==> config.mk <==
export PLATFORM = sky130hd
export DESIGN_NAME = wb_rr_arbiter
export DESIGN_NICKNAME = d
export VERILOG_FILES = /design/src/rtl/wb_arb_pkg.sv /design/src/rtl/rr_priority_encoder.sv /design/src/rtl/wb_rr_arbiter.sv
export SDC_FILE = /design/constraint.sdc
export NUM_CORES = 1
export LEC_CHECK = 0
export CORE_ASPECT_RATIO = 1.1
export CORE_MARGIN = 4
export CORE_UTILIZATION = 20
export CTS_BUF_LIST = sky130_fd_sc_hd__clkbuf_4
export CTS_CLUSTER_DIAMETER = 150
export CTS_CLUSTER_SIZE = 14
export DETAILED_ROUTE_END_ITERATION = 8
export PLACE_DENSITY = 0.75
export REMOVE_ABC_BUFFERS = 1
export SYNTH_ARGS = -nofsm -noshare
export SYNTH_HDL_FRONTEND = slang
export SYNTH_SLANG_ARGS = --single-unit
==> constraint.sdc <==
create_clock -name clk_i -period 1.1 [get_ports clk_i]
set_input_delay 0.22 -clock clk_i [delete_from_list [all_inputs] [get_ports clk_i]]
set_output_delay 0.22 -clock clk_i [all_outputs]
set_load 0.05 [all_outputs]
==> src/rtl/wb_arb_pkg.sv <==
// Shared state type and helpers for the Wishbone round-robin arbiter.
// The optional timeout feature is selected by WB_ARB_TIMEOUT_EN in wb_rr_arbiter.
package wb_arb_pkg;

  typedef enum logic [1:0] {IDLE, BUSY, ABORT} arb_state_t;

  localparam int MAX_PACKED_W = 512;
  localparam int MAX_SLICE_W  = 64;

  function automatic int idxWidth(input int n);
    return (n > 2) ? $clog2(n) : 1;
  endfunction

  // Callers zero-extend the packed bus to MAX_PACKED_W and truncate the result.
  function automatic logic [MAX_SLICE_W-1:0] sliceOf(input logic [MAX_PACKED_W-1:0] bus,
                                                     input int idx, input int width);
    logic [MAX_PACKED_W-1:0] shifted;
    shifted = bus >> (idx * width);
    return shifted[MAX_SLICE_W-1:0];
  endfunction

endpackage

==> src/rtl/rr_priority_encoder.sv <==
// Round-robin priority encoder: returns the first set request strictly above
// the last grant, wrapping around, plus a flag saying whether any request exists.
module rr_priority_encoder #(
  parameter int N  = 2,
  parameter int IW = 1
) (
  input  logic [N-1:0]  i_req,
  input  logic [IW-1:0] i_last,
  output logic [IW-1:0] o_idx,
  output logic          o_valid
);

  localparam logic [IW:0] N_VAL = (IW+1)'(N);

  logic [IW:0]  w_start;
  logic [N-1:0] w_rotated;
  logic [IW:0]  w_pos;
  logic [IW:0]  w_sum;

  assign w_start = {1'b0, i_last} + 1'b1;

  // Shifting the doubled vector puts the search start at bit 0.
  assign w_rotated = N'({i_req, i_req} >> w_start);

  always_comb begin
    w_pos   = '0;
    o_valid = 1'b0;
    for (int k = N - 1; k >= 0; k--) begin
      if (w_rotated[k]) begin
        w_pos   = (IW+1)'(k);
        o_valid = 1'b1;
      end
    end
  end

  assign w_sum = w_start + w_pos;
  assign o_idx = (w_sum >= N_VAL) ? IW'(w_sum - N_VAL) : IW'(w_sum);

endmodule

==> src/rtl/wb_rr_arbiter.sv <==
// Round-robin Wishbone arbiter sharing one slave port among NUM_MASTERS masters.
// Define WB_ARB_TIMEOUT_EN to add the stalled-strobe timeout, ABORT state and m_err_o.
module wb_rr_arbiter
  import wb_arb_pkg::*;
#(
  parameter int NUM_MASTERS    = 2,
  parameter int BUS_WIDTH      = 5,
  parameter int DATA_WIDTH     = 32,
  parameter int BE_WIDTH       = 4,
  parameter int TIMEOUT_CYCLES = 16
) (
  input  logic                              clk_i,
  input  logic                              rst_i,
  input  logic [NUM_MASTERS-1:0]            m_cyc_i,
  input  logic [NUM_MASTERS-1:0]            m_stb_i,
  input  logic [NUM_MASTERS-1:0]            m_we_i,
  input  logic [NUM_MASTERS*BUS_WIDTH-1:0]  m_adr_i,
  input  logic [NUM_MASTERS*DATA_WIDTH-1:0] m_data_i,
  input  logic [NUM_MASTERS*BE_WIDTH-1:0]   m_sel_i,
  output logic [DATA_WIDTH-1:0]             m_data_o,
  output logic [NUM_MASTERS-1:0]            m_ack_o,
  output logic [NUM_MASTERS-1:0]            m_err_o,
  output logic [NUM_MASTERS-1:0]            gnt_o,
  output logic                              cyc_o,
  output logic                              stb_o,
  output logic                              we_o,
  output logic [BUS_WIDTH-1:0]              adr_o,
  output logic [DATA_WIDTH-1:0]             data_o,
  output logic [BE_WIDTH-1:0]               sel_o,
  input  logic [DATA_WIDTH-1:0]             data_i,
  input  logic                              ack_i
);

  localparam int GW = idxWidth(NUM_MASTERS);

  arb_state_t             r_state, w_nextState;
  logic [GW-1:0]          r_grant, w_nextGrant;
  logic [GW-1:0]          r_lastGrant, w_nextLast;
  logic [NUM_MASTERS-1:0] w_req, w_gntVec;
  logic [GW-1:0]          w_encIdx;
  logic                   w_encValid;
  logic                   w_gCyc, w_gStb, w_gWe;
  logic [BUS_WIDTH-1:0]   w_gAdr;
  logic [DATA_WIDTH-1:0]  w_gData;
  logic [BE_WIDTH-1:0]    w_gSel;

`ifdef WB_ARB_TIMEOUT_EN
  localparam int CNT_W = $clog2(TIMEOUT_CYCLES) + 1;
  localparam logic [CNT_W-1:0] CNT_LAST = CNT_W'(TIMEOUT_CYCLES - 1);
  logic [CNT_W-1:0] r_count, w_nextCount;
`endif

  assign w_req = m_cyc_i & m_stb_i;

  rr_priority_encoder #(
    .N  (NUM_MASTERS),
    .IW (GW)
  ) u_encoder (
    .i_req   (w_req),
    .i_last  (r_lastGrant),
    .o_idx   (w_encIdx),
    .o_valid (w_encValid)
  );

  assign w_gntVec = NUM_MASTERS'(1) << r_grant;
  assign w_gCyc   = m_cyc_i[r_grant];
  assign w_gStb   = m_stb_i[r_grant];
  assign w_gWe    = m_we_i[r_grant];
  assign w_gAdr   = BUS_WIDTH'(sliceOf(MAX_PACKED_W'(m_adr_i), int'(r_grant), BUS_WIDTH));
  assign w_gData  = DATA_WIDTH'(sliceOf(MAX_PACKED_W'(m_data_i), int'(r_grant), DATA_WIDTH));
  assign w_gSel   = BE_WIDTH'(sliceOf(MAX_PACKED_W'(m_sel_i), int'(r_grant), BE_WIDTH));

  always_ff @(posedge clk_i) begin
    if (rst_i) begin
      r_state     <= IDLE;
      r_grant     <= '0;
      r_lastGrant <= GW'(NUM_MASTERS - 1);
`ifdef WB_ARB_TIMEOUT_EN
      r_count     <= '0;
`endif
    end else begin
      r_state     <= w_nextState;
      r_grant     <= w_nextGrant;
      r_lastGrant <= w_nextLast;
`ifdef WB_ARB_TIMEOUT_EN
      r_count     <= w_nextCount;
`endif
    end
  end

  always_comb begin
    w_nextState = r_state;
    w_nextGrant = r_grant;
    w_nextLast  = r_lastGrant;
`ifdef WB_ARB_TIMEOUT_EN
    w_nextCount = '0;
`endif
    m_data_o = data_i;
    m_ack_o  = '0;
    m_err_o  = '0;
    gnt_o    = '0;
    cyc_o    = 1'b0;
    stb_o    = 1'b0;
    we_o     = 1'b0;
    adr_o    = '0;
    data_o   = '0;
    sel_o    = '0;
    case (r_state)
      IDLE: begin
        if (w_encValid) begin
          w_nextState = BUSY;
          w_nextGrant = w_encIdx;
        end
      end
      BUSY: begin
        gnt_o   = w_gntVec;
        cyc_o   = w_gCyc;
        stb_o   = w_gStb;
        we_o    = w_gWe;
        adr_o   = w_gAdr;
        data_o  = w_gData;
        sel_o   = w_gSel;
        m_ack_o = w_gntVec & {NUM_MASTERS{ack_i & w_gStb}};
        if (!w_gCyc) begin
          w_nextState = IDLE;
          w_nextLast  = r_grant;
        end
`ifdef WB_ARB_TIMEOUT_EN
        else if (ack_i || !w_gStb) begin
          w_nextCount = '0;
        end else if (r_count == CNT_LAST) begin
          m_err_o     = w_gntVec;
          w_nextState = ABORT;
        end else begin
          w_nextCount = r_count + 1'b1;
        end
`endif
      end
`ifdef WB_ARB_TIMEOUT_EN
      // The aborted master keeps the grant until it lets go of cyc.
      ABORT: begin
        gnt_o  = w_gntVec;
        we_o   = w_gWe;
        adr_o  = w_gAdr;
        data_o = w_gData;
        sel_o  = w_gSel;
        if (!w_gCyc) begin
          w_nextState = IDLE;
          w_nextLast  = r_grant;
        end
      end
`endif
      default: w_nextState = IDLE;
    endcase
  end

endmodule

# Word level (Yosys, flattened, before mapping)
# Index checks and enable logic that the tools add are counted.
# op_classes
n_addsub	3
mul	1
order_cmp	2
eq_ne	3
shift	5
muxes	22
n_bitwise	4
n_reduce_logical	4
# op_table
cell	n
$shr 64x6->32	1
$mux 32	1
$mux 1	14
$shr 10x4->5	1
$mux 2	4
$shr 8x3->4	1
$reduce_and 2->1	3
$mux 5	1
$and 2x2->2	2
$mul 1x3->4 const B	1
$mux 4	1
$pmux 2 s2	1
$shr 4x2->2	1
$add 1x1->2 const B	1
$add 2x1->2	1
$eq 2x1->1 const B	1
$ge 2x2->1 const B	1
$logic_not 2->1	1
$lt 1x2->1 const B	1
$ne 2x1->1 const B	1
$ne 2x2->1 const B	1
$shl 1x1->2 const A	1
$and 1x1->1	1
$not 1->1	1
$sub 1x1->1 const B	1
# totals
register_bits	4
in_bits	123
word_cells	47

# Longest topological paths before layout
# Gate-level depths: netlist of run 1.
# depth
word_depth	7
mapped_depth	5
mapped_depth_nobuf	2

# Cells and area by module
# From an unflattened synthesis of run 1, not the netlist that was laid out.
# hier_totals
hier_cells	157
area_unflattened_um2	1142.3
# modules_own_cells
module	n_inst	cells_per_inst	area_per_inst_um2	seq_area_each_um2
wb_rr_arbiter	1	153	1117.3	60.1
rr_priority_encoder	1	4	25.0	0.0

# Worst setup path after synthesis of run 1
# No wires, ideal clock.
# synth_timing
path_type	register -> output
from	register r_grant
to	output port stb_o
arrival_time_ps	1825
required_time_ps	880
setup_slack_ps	-945
stages_incl_launch_ff	5
cell_sequence	dfxtp_1 buf_4 buf_8 nand2b_1 a21boi_0
# synth_between
elab_chain_len	3
# synth_rtl
element	line_no	rtl
start, declared	wb_rr_arbiter.sv:37	logic [GW-1:0] r_grant, w_nextGrant;
start signal, assigned	wb_rr_arbiter.sv:83	r_grant <= w_nextGrant;
$mux 1 (not written as such) (2 in series)	wb_rr_arbiter.sv:67	assign w_gStb = m_stb_i[r_grant];
$mux 1	wb_rr_arbiter.sv:108	case (r_state)
end, declared	wb_rr_arbiter.sv:25	output logic stb_o,
# No other way between the ends. The select of a mux whose other input is x is not followed.

# Final worst setup path of run 1
# layout_timing
from	register r_grant
to	output port data_o[18]
# layout_between
elab_chain_len	2
# layout_rtl
element	line_no	rtl
$shr 64x6->32	wb_arb_pkg.sv:18	shifted = bus >> (idx * width);
$mux 32	wb_rr_arbiter.sv:108	
end, declared	wb_rr_arbiter.sv:28	output logic [DATA_WIDTH-1:0] data_o,
# No other way between the ends.

==> results of run 1 <==
-- logic make-up after synthesis --
family	after synthesis	share of synthesized area, %
other	1	0.305
and+or+nand+nor	57	28.0
muxes	43	35.0
DFF	3	4.88
buffers and inverters	47	28.3
AOI/OAI and AO/OA	6	3.56
-- flip-flops by register name (all words and copies together), names as in the netlist --
| register | cells |
|---|---|
| r_lastGrant | 1 |
| r_state | 1 |
| r_grant | 1 |
-- synth_stat cells (all sizes together) --
cell and n:
nand2b 3, o221ai 1, buf 41, inv 2, and3b 1, a21boi 1
nor2b 45, mux2i 43, nor2 2, dfxtp 3, a21oi 1, clkbuf 4
or2 1, a22oi 1, o22ai 1, and3 1, nand2 4, o32ai 1
conb 1
-- stage by stage --
stage	worst slack [ns]	util (%)	TNS, ns
2_1_floorplan	-2.20	-	-87.50
3_3_place_gp	-0.327	51.0	-11.07
3_5_place_dp	-0.341	51.0	-11.94
4_1_cts	-0.479	53.3	-20.13
5_1_grt	-0.524	57.7	-23.89
6_report	-0.463	57.7	-21.04
-- per-layer routing --
| metal | GRT usage [%] | up-vias | wire length [um] |
|---|---|---|---|
| li1 | - | 719 | - |
| met5 | 3.08 | - | 0 |
| met2 | 23.0 | 110 | 3010 |
| met1 | 17.4 | 682 | 2450 |
| met4 | 2.86 | 0 | 19 |
| met3 | 10.0 | 2 | 1020 |
-- timing repair --
action                     CTS  global route
buffers inserted             0             1
setup endpoints to repair   51            50
gates cloned                 2             3
pin swaps                    1             2
gates resized for setup     20            49
-- final cells by class --
cell class | instances | area share [%]
tap | 77 | 2.84
multi-input combinational | 108 | 30.8
clock buffer | 4 | 0.885
sequential | 3 | 1.99
timing repair buffer | 157 | 63.3
inverter | 2 | 0.221
-- power groups by stage --
stage	sequential [mW]	clock, mW	combinational (mW)
6_report	0.144	0.222	1.94
5_1_grt	0.147	0.236	2.01
4_1_cts	0.139	0.231	1.80
3_5_place_dp	0.132	0	1.73
3_3_place_gp	0.132	0	1.71
2_1_floorplan	0.188	0	0.686
-- worst min path at each step --
| stage | startpoint | to | slack [ns] | cells after the start |
|---|---|---|---|---|
| 2_1_floorplan | rst_i | r_lastGrant$_SDFFE_PP1P_ | 0.33 | 2 |
| 3_3_place_gp | data_i[30] | m_data_o[30] | 0.44 | 0 |
| 3_5_place_dp | data_i[30] | m_data_o[30] | 0.44 | 0 |
| 4_1_cts | data_i[30] | m_data_o[30] | 0.44 | 0 |
| 5_1_grt | data_i[9] | m_data_o[9] | 0.44 | 0 |
| 6_report | data_i[9] | m_data_o[9] | 0.44 | 0 |
-- cell usage in the layout (no fill, tap or decap), drive strengths merged --
master         synthesis  routed
or2                    1       1
nor2                   2       2
clkbuf                 4       7
nand2b                 3       3
a22oi                  1       1
and3                   1       1
buf                   41      64
a21oi                  1       1
o22ai                  1       1
conb                   1       2
dfxtp                  3       3
a21boi                 1       1
nand2                  4       4
clkdlybuf4s50          0      88
and3b                  1       1
mux2i                 43      43
nor2b                 45      45
o32ai                  1       1
inv                    2       2
dlygate4sd2            0       2
o221ai                 1       1
-- worst reg2reg max path: cells and delay by family, from the launching register on --
family / cells / cell delay [ns]
AO/OA/AOI/OAI: 1 / 0.14
buffers and inverters: 3 / 0.46
flip-flops: 1 / 0.45
AND/OR/NAND/NOR: 1 / 0.07
==> flow_summary.toml, run 1 <==
[run_status]
status = "finished with violations"
violations = "negative setup slack"

[placement]
dp_hpwl_um = 5050
dpl.cell_count = 341
gp_congestion = 0.684
numPortBuffers = 138
placed_area_um2 = 3000

[global_route]
grt_pass1_vias = 1539
grt-ovfl-total = 0
grt_usage_pct = 15.1
grt_max_degree = 27
grt_pass1_wl_um = 8440
grt_antenna_before_repair = 0

[layout]
seqCellArea_um2 = 67.6
multi_input_area_um2 = 1040
layout-drive-gt1-share_pct = 45.6
fill_cells = 504
n_antenna_cell = 0
final_area_um2 = 3390
fin_nets = 398
instances_no_fill = 351
syn_to_final_growth_pct = 176

[worst_setup_path]
critPathMaxStageDelay_ns = 0.45
crit_path_end = "data_o[18]"
setup.worst_path.start = "r_grant$_SDFFE_PP0P_"
slowest_stage = "dfxtp_4"
critPathKind = "flop to output pin"
r2r_cells = 5
worstReg2RegStart = "r_grant$_SDFFE_PP0P_"
crit_cells = 4
crit_arrival_ns = 1.34
crit_family = "flip-flops"
critPathLaunchType = "flop"
cp-end-kind = "output pin"
crit_buf_inv = 2
path_cells = "clkbuf_16 > mux2i_1 > nor2b_1 > buf_12"
rrSetupSlack_ns = -0.10
critical_path_peak_fanout = 6
reg2reg_to = "r_lastGrant$_SDFFE_PP1P_"
required_ns = 0.88

[pwr]
power.internal_mw = 1.37
p_comb_share_pct = 84.1
switching_power_mw = 0.934
power_mw = 2.30
leakage_nw = 1.27
pwr_density_cell_nw_per_um2 = 679
p_sw_share_pct = 40.6
ir_worst_vdd_mv = 0.385
clockPowerShare_pct = 9.7
seqPwrFrac_pct = 6.3

[clock_network]
clockBufferDepth = 2
clkLatencyLatePin_ns = 0.24
cts_buffers = 3
hold_buffers = 0
clk_pin_slew_ns = 0.04
cts_tree = "done"
h-tree-depth = 1
cts_sinks = 3
clockRootBuffer = "clkbuf_4"

[timing]
drv_slew = 0
worst_slack_ns = -0.463
rsz0062_at_grt = "true"
setup_viol_count_final = 50
finalCritPeriodShare_pct = 142
post-route-min-period_ns = 1.56
whs_ns = 0.440
hold_violations = 0
timing.fmax_ghz = 0.640
clock_skew_ns = 0.00501

[flow_run]
maxCapViolations = 0

[drt]
ant_nets = 0
route.vias.total = 1513
drc = 0
firstDrtPassIters = 2
vias_per_cell = 4.31
drt-initial-drc-count = 8
detail_route.wl_per_cell_um = 18.5
wl_um = 6510

[floorplan]
dieArea_um2 = 7470
rows = 29
die_h_um = 90.2
chipWidth_um = 82.8
ioPinCount = 205
core_um2 = 5880
start_util_pct = 20.9

[logic_synthesis]
synth.top_cell.area_share_pct = 35.0
syn_area_um2 = 1230
synth_top_area_cell = "mux2i_1"
ys_seq_area_share_pct = 4.88
syn_avg_cell_area_um2 = 7.83
ys_top_cells_by_area = "mux2i_1 35%, buf_4 23%, nor2b_1 23%"
synthCells = 157
synth_warnings = 0
synth_cell_type_count = 22
yosys_register_bits = 3

[hold_path]
hold_path_class = "input port to output pin"
Power figures use the tool's default switching activity.
==> inputs of run 2 (changes only) <==
--- a/config.mk
+++ b/config.mk
@@ -12,8 +12,9 @@
 export CTS_CLUSTER_DIAMETER = 150
 export CTS_CLUSTER_SIZE = 14
 export DETAILED_ROUTE_END_ITERATION = 8
-export PLACE_DENSITY = 0.75
+export PLACE_DENSITY = 0.81
 export REMOVE_ABC_BUFFERS = 1
+export SKIP_LAST_GASP = 1
 export SYNTH_ARGS = -nofsm -noshare
 export SYNTH_HDL_FRONTEND = slang
 export SYNTH_SLANG_ARGS = --single-unit
==> flow_summary.toml, run 2 (synthesis results as in run 1) <==
[worst_setup_path]
critPathMaxStageDelay_ns = 0.38
crit_arrival_ns = 1.31
required_ns = 0.88
path_cells = "buf_12 > mux2i_2 > nor2b_2 > buf_12"
critical_path_peak_fanout = 19
crit_buf_inv = 2
crit_family = "flip-flops"
critPathMostFrequentCell = "buf_12"
critPathLaunchType = "flop"
cp-end-kind = "output pin"
slowest_stage = "dfxtp_4"
critPathKind = "flop to output pin"

[pwr]
switching_power_mw = 0.897
pwr_density_cell_nw_per_um2 = 681
p_comb_share_pct = 83.8
leakage_nw = 1.21
power_mw = 2.19
clockPowerShare_pct = 10.1
ir_worst_vdd_mv = 0.307
power.internal_mw = 1.29
seqPwrFrac_pct = 6.2
p_sw_share_pct = 41.0

[run_status]
violations = "negative setup slack"
status = "finished with violations"

[timing]
hold_violations = 0
drv_slew = 0
timing.fmax_ghz = 0.653
clock_skew_ns = 0.00200
whs_ns = 0.440
rsz0062_at_grt = "true"
finalCritPeriodShare_pct = 139
worst_slack_ns = -0.432
setup_viol_count_final = 50
post-route-min-period_ns = 1.53

[global_route]
grt_pass1_wl_um = 8350
grt_usage_pct = 15.0
grt_antenna_before_repair = 0
grt_max_degree = 21
grt-ovfl-total = 0
grt_pass1_vias = 1636

[clock_network]
cts_sinks = 3
hold_buffers = 0
clk_pin_slew_ns = 0.04
cts_tree = "done"
clockRootBuffer = "clkbuf_4"
h-tree-depth = 1
clkLatencyLatePin_ns = 0.23
cts_buffers = 3
clockBufferDepth = 2

[floorplan]
dieArea_um2 = 7470
rows = 29
chipWidth_um = 82.8
die_h_um = 90.2
core_um2 = 5880
start_util_pct = 20.9
ioPinCount = 205

[layout]
largestRegisters = "r_grant (1), r_lastGrant (1), r_state (1)"
n_antenna_cell = 0
layout-drive-gt1-share_pct = 40.6
seqCellArea_um2 = 67.6
final_common_cell = "clkdlybuf4s50_1"
instances_no_fill = 348
multi_input_area_um2 = 963
fin_nets = 395
fin_util_pct = 54.7
syn_to_final_growth_pct = 161
final_area_um2 = 3210
most-common-layout-cells = "88 x clkdlybuf4s50_1, 52 x buf_12, 36 x mux2i_1"
fill_cells = 516

[flow_run]
maxCapViolations = 0

[hold_path]
hold_path_class = "input port to output pin"

[drt]
drc = 0
drt-initial-drc-count = 14
wl_um = 6200
ant_nets = 0
firstDrtPassIters = 3
vias_per_cell = 4.39
detail_route.wl_per_cell_um = 17.8
route.vias.total = 1529

[placement]
gp_congestion = 0.758
numPortBuffers = 138
dpl.cell_count = 341
placed_area_um2 = 2990
dp_hpwl_um = 5190
run 2: power groups by stage:
stage	logic (mW)	clock network, mW	registers (mW)
after floorplan	0.686	0	0.188
after global placement	1.71	0	0.131
after detailed placement	1.73	0	0.131
after CTS	1.81	0.230	0.135
after global routing	1.91	0.235	0.137
final	1.83	0.221	0.135
run 2: path summary, 6_finish.rpt:
kind / startpoint / endpoint / slack, ns / cells after the start
hold / removal: data_i[5] / m_data_o[5] / 0.44 / 0
setup reg to reg: r_grant$_SDFFE_PP0P_ / r_state[0]$_SDFFE_PP0P_ / -0.06 / 4
setup / recovery: r_grant$_SDFFE_PP0P_ / adr_o[0] / -0.43 / 4
hold reg to reg: r_lastGrant$_SDFFE_PP1P_ / r_lastGrant$_SDFFE_PP1P_ / 0.53 / 2
run 2: metrics by stage:
step           setup WS, ns  TNS (ns)
6_report             -0.432    -18.18
5_1_grt              -0.492    -20.79
4_1_cts              -0.461    -19.02
3_5_place_dp         -0.349    -11.98
3_3_place_gp         -0.323    -10.96
2_1_floorplan         -2.20    -87.50
run 2: worst register-to-register path: cells and delay by family (launching register included):
kind	cells	cell delay, ns
DFF	1	0.38
buffers and inverters	2	0.33
muxes	1	0.27
AOI/OAI and AO/OA	1	0.06
run 2: final cells by class:
type,instances,area share [%]
timing repair buffer,154,63.8
multi-input combinational,108,30.0
tap,77,3.00
sequential,3,2.10
clock buffer,4,0.934
inverter,2,0.234
run 2: per-layer routing:
layer  vias up  wire, um  track usage [%]  share of wire, %
met4         2        99             3.68               1.6
li1        711         -                -                 -
met3        10       945             9.90                15
met2       123      3050             25.7                49
met5         -        46             6.92              0.74
met1       683      2060             14.0                33
run 2: what timing repair did:
item                       4_1_cts  5_1_grt
buffers inserted                 1        1
resized for setup               29       24
gates cloned                     1        0
setup endpoints to repair       50       51
pin swaps                        1        1
==> inputs of run 3 (changes only) <==
--- a/config.mk
+++ b/config.mk
@@ -5,14 +5,15 @@
 export SDC_FILE = /design/constraint.sdc
 export NUM_CORES = 1
 export LEC_CHECK = 0
-export CORE_ASPECT_RATIO = 1.1
-export CORE_MARGIN = 4
-export CORE_UTILIZATION = 20
+export ABC_CLOCK_PERIOD_IN_PS = 1100
+export CORE_AREA = 4 4 77 79
 export CTS_BUF_LIST = sky130_fd_sc_hd__clkbuf_4
 export CTS_CLUSTER_DIAMETER = 150
 export CTS_CLUSTER_SIZE = 14
 export DETAILED_ROUTE_END_ITERATION = 8
-export PLACE_DENSITY = 0.81
+export DIE_AREA = 0 0 81 83
+export DONT_BUFFER_PORTS = 1
+export PLACE_DENSITY = 0.4
 export REMOVE_ABC_BUFFERS = 1
 export SKIP_LAST_GASP = 1
 export SYNTH_ARGS = -nofsm -noshare
==> flow_summary.toml, run 3 (synthesis results as in run 1) <==
[run_status]
status = "finished with violations"
violations = "negative setup slack"

[worst_setup_path]
cp-end-kind = "output pin"
crit_arrival_ns = 1.32
reg2reg_to = "r_state[0]$_SDFFE_PP0P_"
critPathLaunchType = "flop"
rrSetupSlack_ns = -0.06
critical_path_peak_fanout = 13
critPathKind = "flop to output pin"
worstReg2RegStart = "r_grant$_SDFFE_PP0P_"
r2r_cells = 5
required_ns = 0.88

[layout]
layout-drive-gt1-share_pct = 42.4
final_area_um2 = 1690
fin_nets = 301
largestRegisters = "r_grant (1), r_lastGrant (1), r_state (1)"
fin_util_pct = 31.6
syn_to_final_growth_pct = 37.3
n_antenna_cell = 0
most-common-layout-cells = "44 x nor2b_1, 41 x mux2i_1, 38 x buf_4"
final_common_cell = "nor2b_1"

[pwr]
leakage_nw = 0.699
p_comb_share_pct = 75.2
power.internal_mw = 0.733
pwr_density_cell_nw_per_um2 = 887
clockPowerShare_pct = 15.4
ir_worst_vdd_mv = 0.486
p_sw_share_pct = 51.1
switching_power_mw = 0.765
seqPwrFrac_pct = 9.3

[floorplan]
dieArea_um2 = 6720
core_um2 = 5340
start_util_pct = 23.0
rows = 27
chipWidth_um = 81
die_h_um = 83
ioPinCount = 205

[global_route]
grt_usage_pct = 12.5
grt_max_degree = 19
grt_antenna_before_repair = 0
grt_pass1_vias = 1116
grt-ovfl-total = 0
grt_pass1_wl_um = 6310

[timing]
rsz0062_at_grt = "true"
setup_viol_count_final = 50
worst_slack_ns = -0.435
finalCritPeriodShare_pct = 140
timing.fmax_ghz = 0.651
hold_violations = 0
post-route-min-period_ns = 1.54
drv_slew = 0
clock_skew_ns = 0.00426

[drt]
firstDrtPassIters = 3
vias_per_cell = 4.62
wl_um = 4930
ant_nets = 0
route.vias.total = 1150
drt-initial-drc-count = 14
detail_route.wl_per_cell_um = 19.8
drc = 0

[placement]
dp_hpwl_um = 3820
gp_congestion = 0.695
placed_area_um2 = 1440
numPortBuffers = 0

[clock_network]
cts_buffers = 3
clkLatencyLatePin_ns = 0.24
clockRootBuffer = "clkbuf_4"
cts_sinks = 3
clockBufferDepth = 2
h-tree-depth = 1
cts_tree = "done"
hold_buffers = 0
clk_pin_slew_ns = 0.04

[hold_path]
hold_path_class = "input port to flop"
hp-start = "rst_i"
hold_depth = 2
min_to = "r_lastGrant$_SDFFE_PP1P_"

[flow_run]
maxCapViolations = 0
## run 3: cell type report
type	instances	area, um^2
Inverter	2	7.51
Multi-Input combinational cell	108	880
Fill cell	580	3650
Sequential cell	3	67.6
Timing Repair Buffer	60	614
Tap cell	72	90.1
Clock buffer	4	30.0
## run 3: per-stage QoR
stage	TNS [ns]	worst slack (ns)	std cells	hold WS (ns)	total power, mW
2_1_floorplan	-87.50	-2.20	113	0.325	0.875
3_3_place_gp	-7.05	-0.241	239	0.334	1.14
3_5_place_dp	-8.00	-0.255	239	0.336	1.15
4_1_cts	-19.28	-0.463	248	0.0829	1.46
5_1_grt	-22.54	-0.523	249	0.102	1.58
6_report	-18.93	-0.435	249	0.0903	1.50
## run 3: worst max-delay path by stage
stage,startpoint,endpoint,slack [ns]
global route,r_grant$_SDFFE_PP0P_,data_o[12],-0.52
floorplan,r_grant$_SDFFE_PP0P_,stb_o,-2.20
finish,r_grant$_SDFFE_PP0P_,stb_o,-0.44
detailed placement,r_grant$_SDFFE_PP0P_,data_o[11],-0.25
CTS,r_grant$_SDFFE_PP0P_,data_o[11],-0.46
global placement,r_grant$_SDFFE_PP0P_,data_o[11],-0.24
## run 3: routing by layer
metal	track usage (%)	vias up	wire length (um)	share of wire, %
met5	8.33	-	49	0.99
met4	2.76	2	35	0.71
met3	9.87	6	904	18
met2	17.1	116	2100	43
met1	14.6	505	1840	37
li1	-	521	-	-
## run 3: power by group through the flow
stage	Sequential (mW)	Clock (mW)	Combinational (mW)
global route	0.142	0.251	1.19
floorplan	0.188	0	0.686
detailed placement	0.131	0	1.01
global placement	0.131	0	1.01
finish	0.140	0.231	1.13
CTS	0.139	0.236	1.09
## run 3: what timing repair did
| action | CTS | global route |
|---|---|---|
| buffers inserted | 3 | 0 |
| endpoints found under the hold margin | 0 | 0 |
| cloned | 2 | 1 |
| pin swaps | 1 | 2 |
| resized for setup | 14 | 18 |
| setup endpoints to repair | 50 | 51 |
## run 3: worst max-delay path, cell delays in order (launching register included)
cell      delay [ns]
dfxtp_4         0.38
buf_16          0.17
nand2b_4        0.15
a21boi_1        0.15
buf_4           0.22
